<file path="src/rtl/fetch_queue.sv">
// fetch_queue: show-ahead instruction queue between fetch and decode.
// Holds {instr, pc} pairs with valid/ready handshakes on both sides. The head
// entry is presented combinationally; an empty queue presents all zeros so
// the controller decodes a no-op. A redirect flush empties it in one edge.
module fetch_queue #(
    parameter int DEPTH   = 8,
    parameter int ADDR_W  = 3,
    parameter int INSTR_W = 32,
    parameter int PC_W    = 32
) (
    input  logic               clk,
    input  logic               rst,
    input  logic               flush,
    input  logic               in_valid,
    output logic               in_ready,
    input  logic [INSTR_W-1:0] in_instr,
    input  logic [PC_W-1:0]    in_pc,
    output logic               out_valid,
    input  logic               out_ready,
    output logic [INSTR_W-1:0] out_instr,
    output logic [PC_W-1:0]    out_pc,
    output logic [ADDR_W:0]    count,
    output logic               full,
    output logic               empty
);

    localparam logic [ADDR_W:0] DEPTH_C = (ADDR_W+1)'(DEPTH);

    logic [INSTR_W-1:0] instr_mem [DEPTH];
    logic [PC_W-1:0]    pc_mem    [DEPTH];

    logic [ADDR_W-1:0]  wr_ptr_r;
    logic [ADDR_W-1:0]  rd_ptr_r;
    logic [ADDR_W:0]    count_r;

    logic               full_s;
    logic               empty_s;
    logic               push_s;
    logic               pop_s;

    // Status and handshake qualifiers derived purely from registered occupancy.
    always_comb begin
        full_s  = (count_r == DEPTH_C);
        empty_s = (count_r == {(ADDR_W+1){1'b0}});
        // in_ready never looks at out_ready, so a full queue refuses a push
        // even when decode pops in the same cycle.
        push_s  = in_valid & ~full_s;
        pop_s   = out_ready & ~empty_s;
    end

    // Pointer and occupancy state; flush outranks any concurrent push/pop.
    always_ff @(posedge clk or posedge rst) begin
        if (rst) begin
            wr_ptr_r <= {ADDR_W{1'b0}};
            rd_ptr_r <= {ADDR_W{1'b0}};
            count_r  <= {(ADDR_W+1){1'b0}};
        end else if (flush) begin
            wr_ptr_r <= {ADDR_W{1'b0}};
            rd_ptr_r <= {ADDR_W{1'b0}};
            count_r  <= {(ADDR_W+1){1'b0}};
        end else begin
            if (push_s) begin
                wr_ptr_r <= wr_ptr_r + ADDR_W'(1);
            end
            if (pop_s) begin
                rd_ptr_r <= rd_ptr_r + ADDR_W'(1);
            end
            if (push_s && !pop_s) begin
                count_r <= count_r + (ADDR_W+1)'(1);
            end else if (pop_s && !push_s) begin
                count_r <= count_r - (ADDR_W+1)'(1);
            end else begin
                count_r <= count_r;
            end
        end
    end

    // Entry storage; intentionally not reset, contents are qualified by count.
    always_ff @(posedge clk) begin
        if (push_s && !flush && !rst) begin
            instr_mem[wr_ptr_r] <= in_instr;
            pc_mem[wr_ptr_r]    <= in_pc;
        end
    end

    // Output view: head entry when occupied, all zeros (no-op) when empty.
    always_comb begin
        in_ready  = ~full_s;
        out_valid = ~empty_s;
        count     = count_r;
        full      = full_s;
        empty     = empty_s;
        if (empty_s) begin
            out_instr = {INSTR_W{1'b0}};
            out_pc    = {PC_W{1'b0}};
        end else begin
            out_instr = instr_mem[rd_ptr_r];
            out_pc    = pc_mem[rd_ptr_r];
        end
    end

endmodule

</file>
<file path="config.mk">
export PLATFORM = sky130hd
export DESIGN_NAME = fetch_queue
export DESIGN_NICKNAME = d
export VERILOG_FILES = /design/src/rtl/fetch_queue.sv
export SDC_FILE = /design/constraint.sdc
export NUM_CORES = 1
export LEC_CHECK = 0
export ABC_AREA = 1
export CAP_MARGIN = 10
export CORE_MARGIN = 3
export CORE_UTILIZATION = 63
export DETAILED_ROUTE_END_ITERATION = 8
export MAX_ROUTING_LAYER = met4
export PLACE_DENSITY_LB_ADDON = 0.3
export SLEW_MARGIN = 20
export SYNTH_ARGS = -nofsm -noshare
export SYNTH_HDL_FRONTEND = slang
export SYNTH_SLANG_ARGS = --single-unit
</file>
<file path="constraint.sdc">
create_clock -name clk -period 12.7 [get_ports clk]
set_input_delay 2.54 -clock clk [delete_from_list [all_inputs] [get_ports clk]]
set_output_delay 2.54 -clock clk [all_outputs]
set_load 0.1 [all_outputs]
</file>
; ---- Word level (Yosys, flattened, before mapping)
; Memories as Yosys holds them, arrays and structs flattened.
; Index checks and enable logic that the tools add are counted.
[word_totals]
register_bits = 10
ram_bits = 512
input_bits = 69
out_inout_bits = 72
memories = 2
[mem_list]
columns = name, words, word_bits, rd, rd_ports_with_merged_regs, write_ports, line_no
row1 = instr_mem, 8, 32, 1, 0, 1, 29  ; logic [INSTR_W-1:0] instr_mem [DEPTH];
row2 = pc_mem, 8, 32, 1, 0, 1, 30  ; logic [PC_W-1:0] pc_mem [DEPTH];
[classes]
n_addsub = 4
eq_ne = 1
mux = 11
bitwise_logic = 4
n_reduce_logical = 12
[op_table]
columns = op, count
row1 = 32-bit 2-to-1 mux, 2
row2 = 3-bit 2-to-1 mux, 4
row3 = 4-bit 2-to-1 mux, 3
row4 = 3-bit by 1-bit adder with 3-bit output (second input constant), 2
row5 = 4-bit by 1-bit adder with 4-bit output (second input constant), 1
row6 = 4-bit == test (second input constant), 1
row7 = 1-bit logical AND, 4
row8 = 1-bit zero test, 4
row9 = 4-bit zero test, 1
row10 = 2-bit nonzero test, 2
row11 = 4-bit by 1-bit subtractor with 4-bit output (second input constant), 1
row12 = 3-bit nonzero test, 1
row13 = 1-bit AND, 2
row14 = 1-bit 2-to-1 mux, 2
row15 = 1-bit inverter, 2

; ---- Depth between registers and ports, before layout
[depth]
depth_word = 8
mapped_depth = 12
ltp_nobuf = 12

; ---- Worst setup path after synthesis
; OpenSTA, ideal clock, no wires.
[synth_timing]
path_type = reg2out
startpoint = register count_r[0], in the netlist count[0]
endpoint = output port out_pc[23]
t_arrival_ns = 3.962
t_required_ns = 10.160
slack_ns = 6.198
stages_incl_launch_ff = 7
cell_sequence = dfrtp_1 > nor2_1 > nand2_1 > buf_2 > clkbuf_1 > o21ai_0 > nor2_1
[synth_via]
elab_chain_len = 2
[synth_rtl]
columns = item, line_no
row1 = from (decl), 34  ; logic [ADDR_W:0] count_r;
row2 = from (signal assigned), 56  ; count_r <= {(ADDR_W+1){1'b0}};
row3 = from (signal assigned), 60  ; count_r <= {(ADDR_W+1){1'b0}};
row4 = from (signal assigned), 69  ; count_r <= count_r + (ADDR_W+1)'(1);
row5 = 4-bit zero test, 44  ; empty_s = (count_r == {(ADDR_W+1){1'b0}});
row6 = 32-bit 2-to-1 mux, 93  ; if (empty_s) begin
row7 = to (decl), 21  ; output logic [PC_W-1:0] out_pc,
; Every way passes these cells.

; ---- Final worst setup path
[layout_timing]
startpoint = register rd_ptr_r[1]
endpoint = output port out_pc[18]
[layout_via]
elab_chain_len = 2
[layout_rtl]
columns = item, line_no
row1 = from (decl), 33  ; logic [ADDR_W-1:0] rd_ptr_r;
row2 = from (signal assigned), 55  ; rd_ptr_r <= {ADDR_W{1'b0}};
row3 = from (signal assigned), 59  ; rd_ptr_r <= {ADDR_W{1'b0}};
row4 = from (signal assigned), 66  ; rd_ptr_r <= rd_ptr_r + ADDR_W'(1);
row5 = memory 8 x 32 bit, -
row6 = 32-bit 2-to-1 mux, 93
; Every way passes these cells.

==> metrics <==
status finished clean; share of the synthesized area in the top cell type 0.741; GP Congestion 0.803; most common cell in the netlist nor2_1; CP max stage cell clkdlybuf4s50_1; Final min period 7.83 ns; Max H-tree Level 2; crit path launch rd_ptr_r[1]$_DFFE_PP0P_; Worst Path Buf+Inv 3; Period Utilization, post-route 0.616; fin area 0.0239 sq mm; All-Layer GR Usage 0.261; Worst-Skew Late Latency 0.56 ns; worst-path cell chain buf_4 > buf_4 > o21ai_0 > o21ai_1 > o21ai_0 > nor2_1 > clkdlybuf4s50_1; Hold Crit Class reg -> reg; Crit. End Element primary output; min-delay src wr_ptr_r[0]$_DFFE_PP0P_; critical path depth 7; leakage 7.93 nW; Worst Path Max Fanout 103; # rows 65; crit path kind reg -> out; initial antenna violation count 2; Avg Inst Size Synth 12.4 sq um; Hold Vio Cnt, Final 0; wirelength, routed 44900 um; Die ar. 0.0352 sq mm; R2R depth 7; core outline area 0.0320 sq mm; WP data arrival 5.29 ns; first-pass GRT wire length 70300 um; clk buf depth 3; Via Count 13300; EDFF count, synth 512; required time of the critical path 10.16 ns; worst-margin pin slew 1.06 ns; layout cells sized above 1 0.0545; Layout area overhead 15.4%; Max Freq 128 MHz; Fillers 2021; Reg-to-Reg Start count[0]$_DFFE_PP0P_; Post-CTS Setup Bufs 0; Slew HR 0.290; Final setup violation count 0; Final TNS setup 0 ns; Post-DRT Antenna Nets 0; IO Pins 141; vias in the first global route 13300; Pwr Density 257 mW/mm^2; Setup crit start kind register; Die X 187 um; IO Port Bufs 140; cell taking the most area after synthesis edfxtp_1; clock sinks 522; die height 187 um; slowest stage delay, CP 1.19 ns; largest net degree at the start of global routing 118; Synth cell types 22; clock root cell clkbuf_16; syn nets 1748; asr flop ratio synth 0.0192; ys flop type edfxtp_1; DRT iter0 DRCs 1355; Nets 1852; Yosys warnings 0; Fin Clk Skew 0.0104 ns; Hold Buf Count CTS 0; GR Overflow Total 0; Max Cap Viol 0; via density per instance 5.92; Num CTS Buffers 50; cell family with most CP delay buffers and inverters; post-cts sizing count 0; TritonRoute pass-1 iters 5; # DRC 0; CTS tree yes; hpwl dp 22900 um; VDD IR-drop max 367 uV; commonest cells in the netlist nor2_1, edfxtp_1, o21ai_0; RSZ-0062 raised after global routing no; Synth area leaders edfxtp_1, nor2_1, o21ai_0; Hold Path Depth 1; Reg clk slew, reported paths 0.06 ns; sequential fraction of the synthesis area 0.753; Starting Density 0.648; synthesized area 0.0207 sq mm; R2R Setup Slk 9.48 ns; synthesized flop and latch total 522; final slew viol count 0; Placed Area 0.0224 sq mm; Synth Instances 1674; routed length per instance 19.9 um
## logic make-up (layout without fill, tap and decap cells)
kind of cell | Yosys count | in the layout | share of synthesized area
adders and majority gates | 5 | 5 | 0.00338
and+or+nand+nor | 563 | 563 | 0.102
DFF | 522 | 522 | 0.753
xor gates and xnor gates | 1 | 1 | 0.000422
AOI/OAI and AO/OA | 461 | 461 | 0.111
buffers and inverters | 122 | 263 | 0.0294
other | 0 | 2 | 0
## layout by cell type (no fill, tap or decap)
cell type        Yosys  layout
bufinv_16            0       4
clkinvlp_4           0       2
dfrtp_1             10       7
o21ai_0            319     319
nor2_1             526     518
edfxtp_1           512     512
dfrtp_2              0       1
a21oi_1              5       5
nand3_1              9       9
o21a_1               1       1
o21ai_1            136     136
nand2_2              0       1
xor2_1               1       1
diode_2              0       2
ha_1                 4       4
inv_6                0       1
inv_2                1       1
clkbuf_1            52       8
clkinv_2             0       8
nand2_1             27      26
fa_1                 1       1
buf_6                5       1
clkbuf_16            0      53
nor2_4               0       8
clkinv_1             0      14
nor3_1               1       1
buf_4               17      17
inv_1               15      14
dfrtp_4              0       2
clkdlybuf4s50_1      0     140
## power breakdown
| part | leakage, nW | switching [mW] | internal, mW |
|---|---|---|---|
| Combinational | 2.42 | 2.15 | 0.591 |
| Sequential | 4.74 | 0.0532 | 1.93 |
| Clock | 0.773 | 0.594 | 0.834 |
| Total | 7.93 | 2.79 | 3.35 |
## flip-flops by register name, summed over array words and instances, names as in the netlist
name and count:
pc_mem 256, rd_ptr_r 3, instr_mem 256, wr_ptr_r 3
count 4
## layer usage
layer,global-route usage,vias up,share of wire
met5,-,-,0
met4,0.0990,0,0.033
met3,0.0403,131,0.075
met2,0.427,600,0.50
met1,0.337,6447,0.39
li1,-,6161,-
## worst paths after layout
path	endpoint
worst max-delay path	out_pc[18]
worst min-delay path	wr_ptr_r[0]$_DFFE_PP0P_
worst max register to register	pc_mem[7][5]$_DFFE_PP_
worst min register to register	wr_ptr_r[0]$_DFFE_PP0P_
max in group asynchronous	rd_ptr_r[1]$_DFFE_PP0P_
min in group asynchronous	count[1]$_DFFE_PP0P_
## cell type report
type	instances	area, sq um	share of cell area
Multi-Input combinational cell	1030	4580	0.191
Antenna cell	2	5.00	0.000209
Timing Repair Buffer	158	1540	0.0643
Tap cell	435	544	0.0227
Inverter	16	65.1	0.00272
Clock inverter	28	228	0.00951
Clock buffer	61	1360	0.0566
Sequential cell	522	15600	0.653
## through the flow
step                      cells  setup slack [ns]  hold slack, ns  power, mW  utilization
after global routing       2252              4.70           0.588       6.41        0.747
after CTS                  2250              4.93           0.566       6.17        0.747
final                      2252              4.87           0.565       6.15        0.747
after detailed placement   2161              5.60           0.554       4.74        0.698
after floorplan            1674              6.20           0.508       4.13            -
after global placement     2161              5.69           0.535       4.70        0.698
Power figures use the tool's default switching activity.
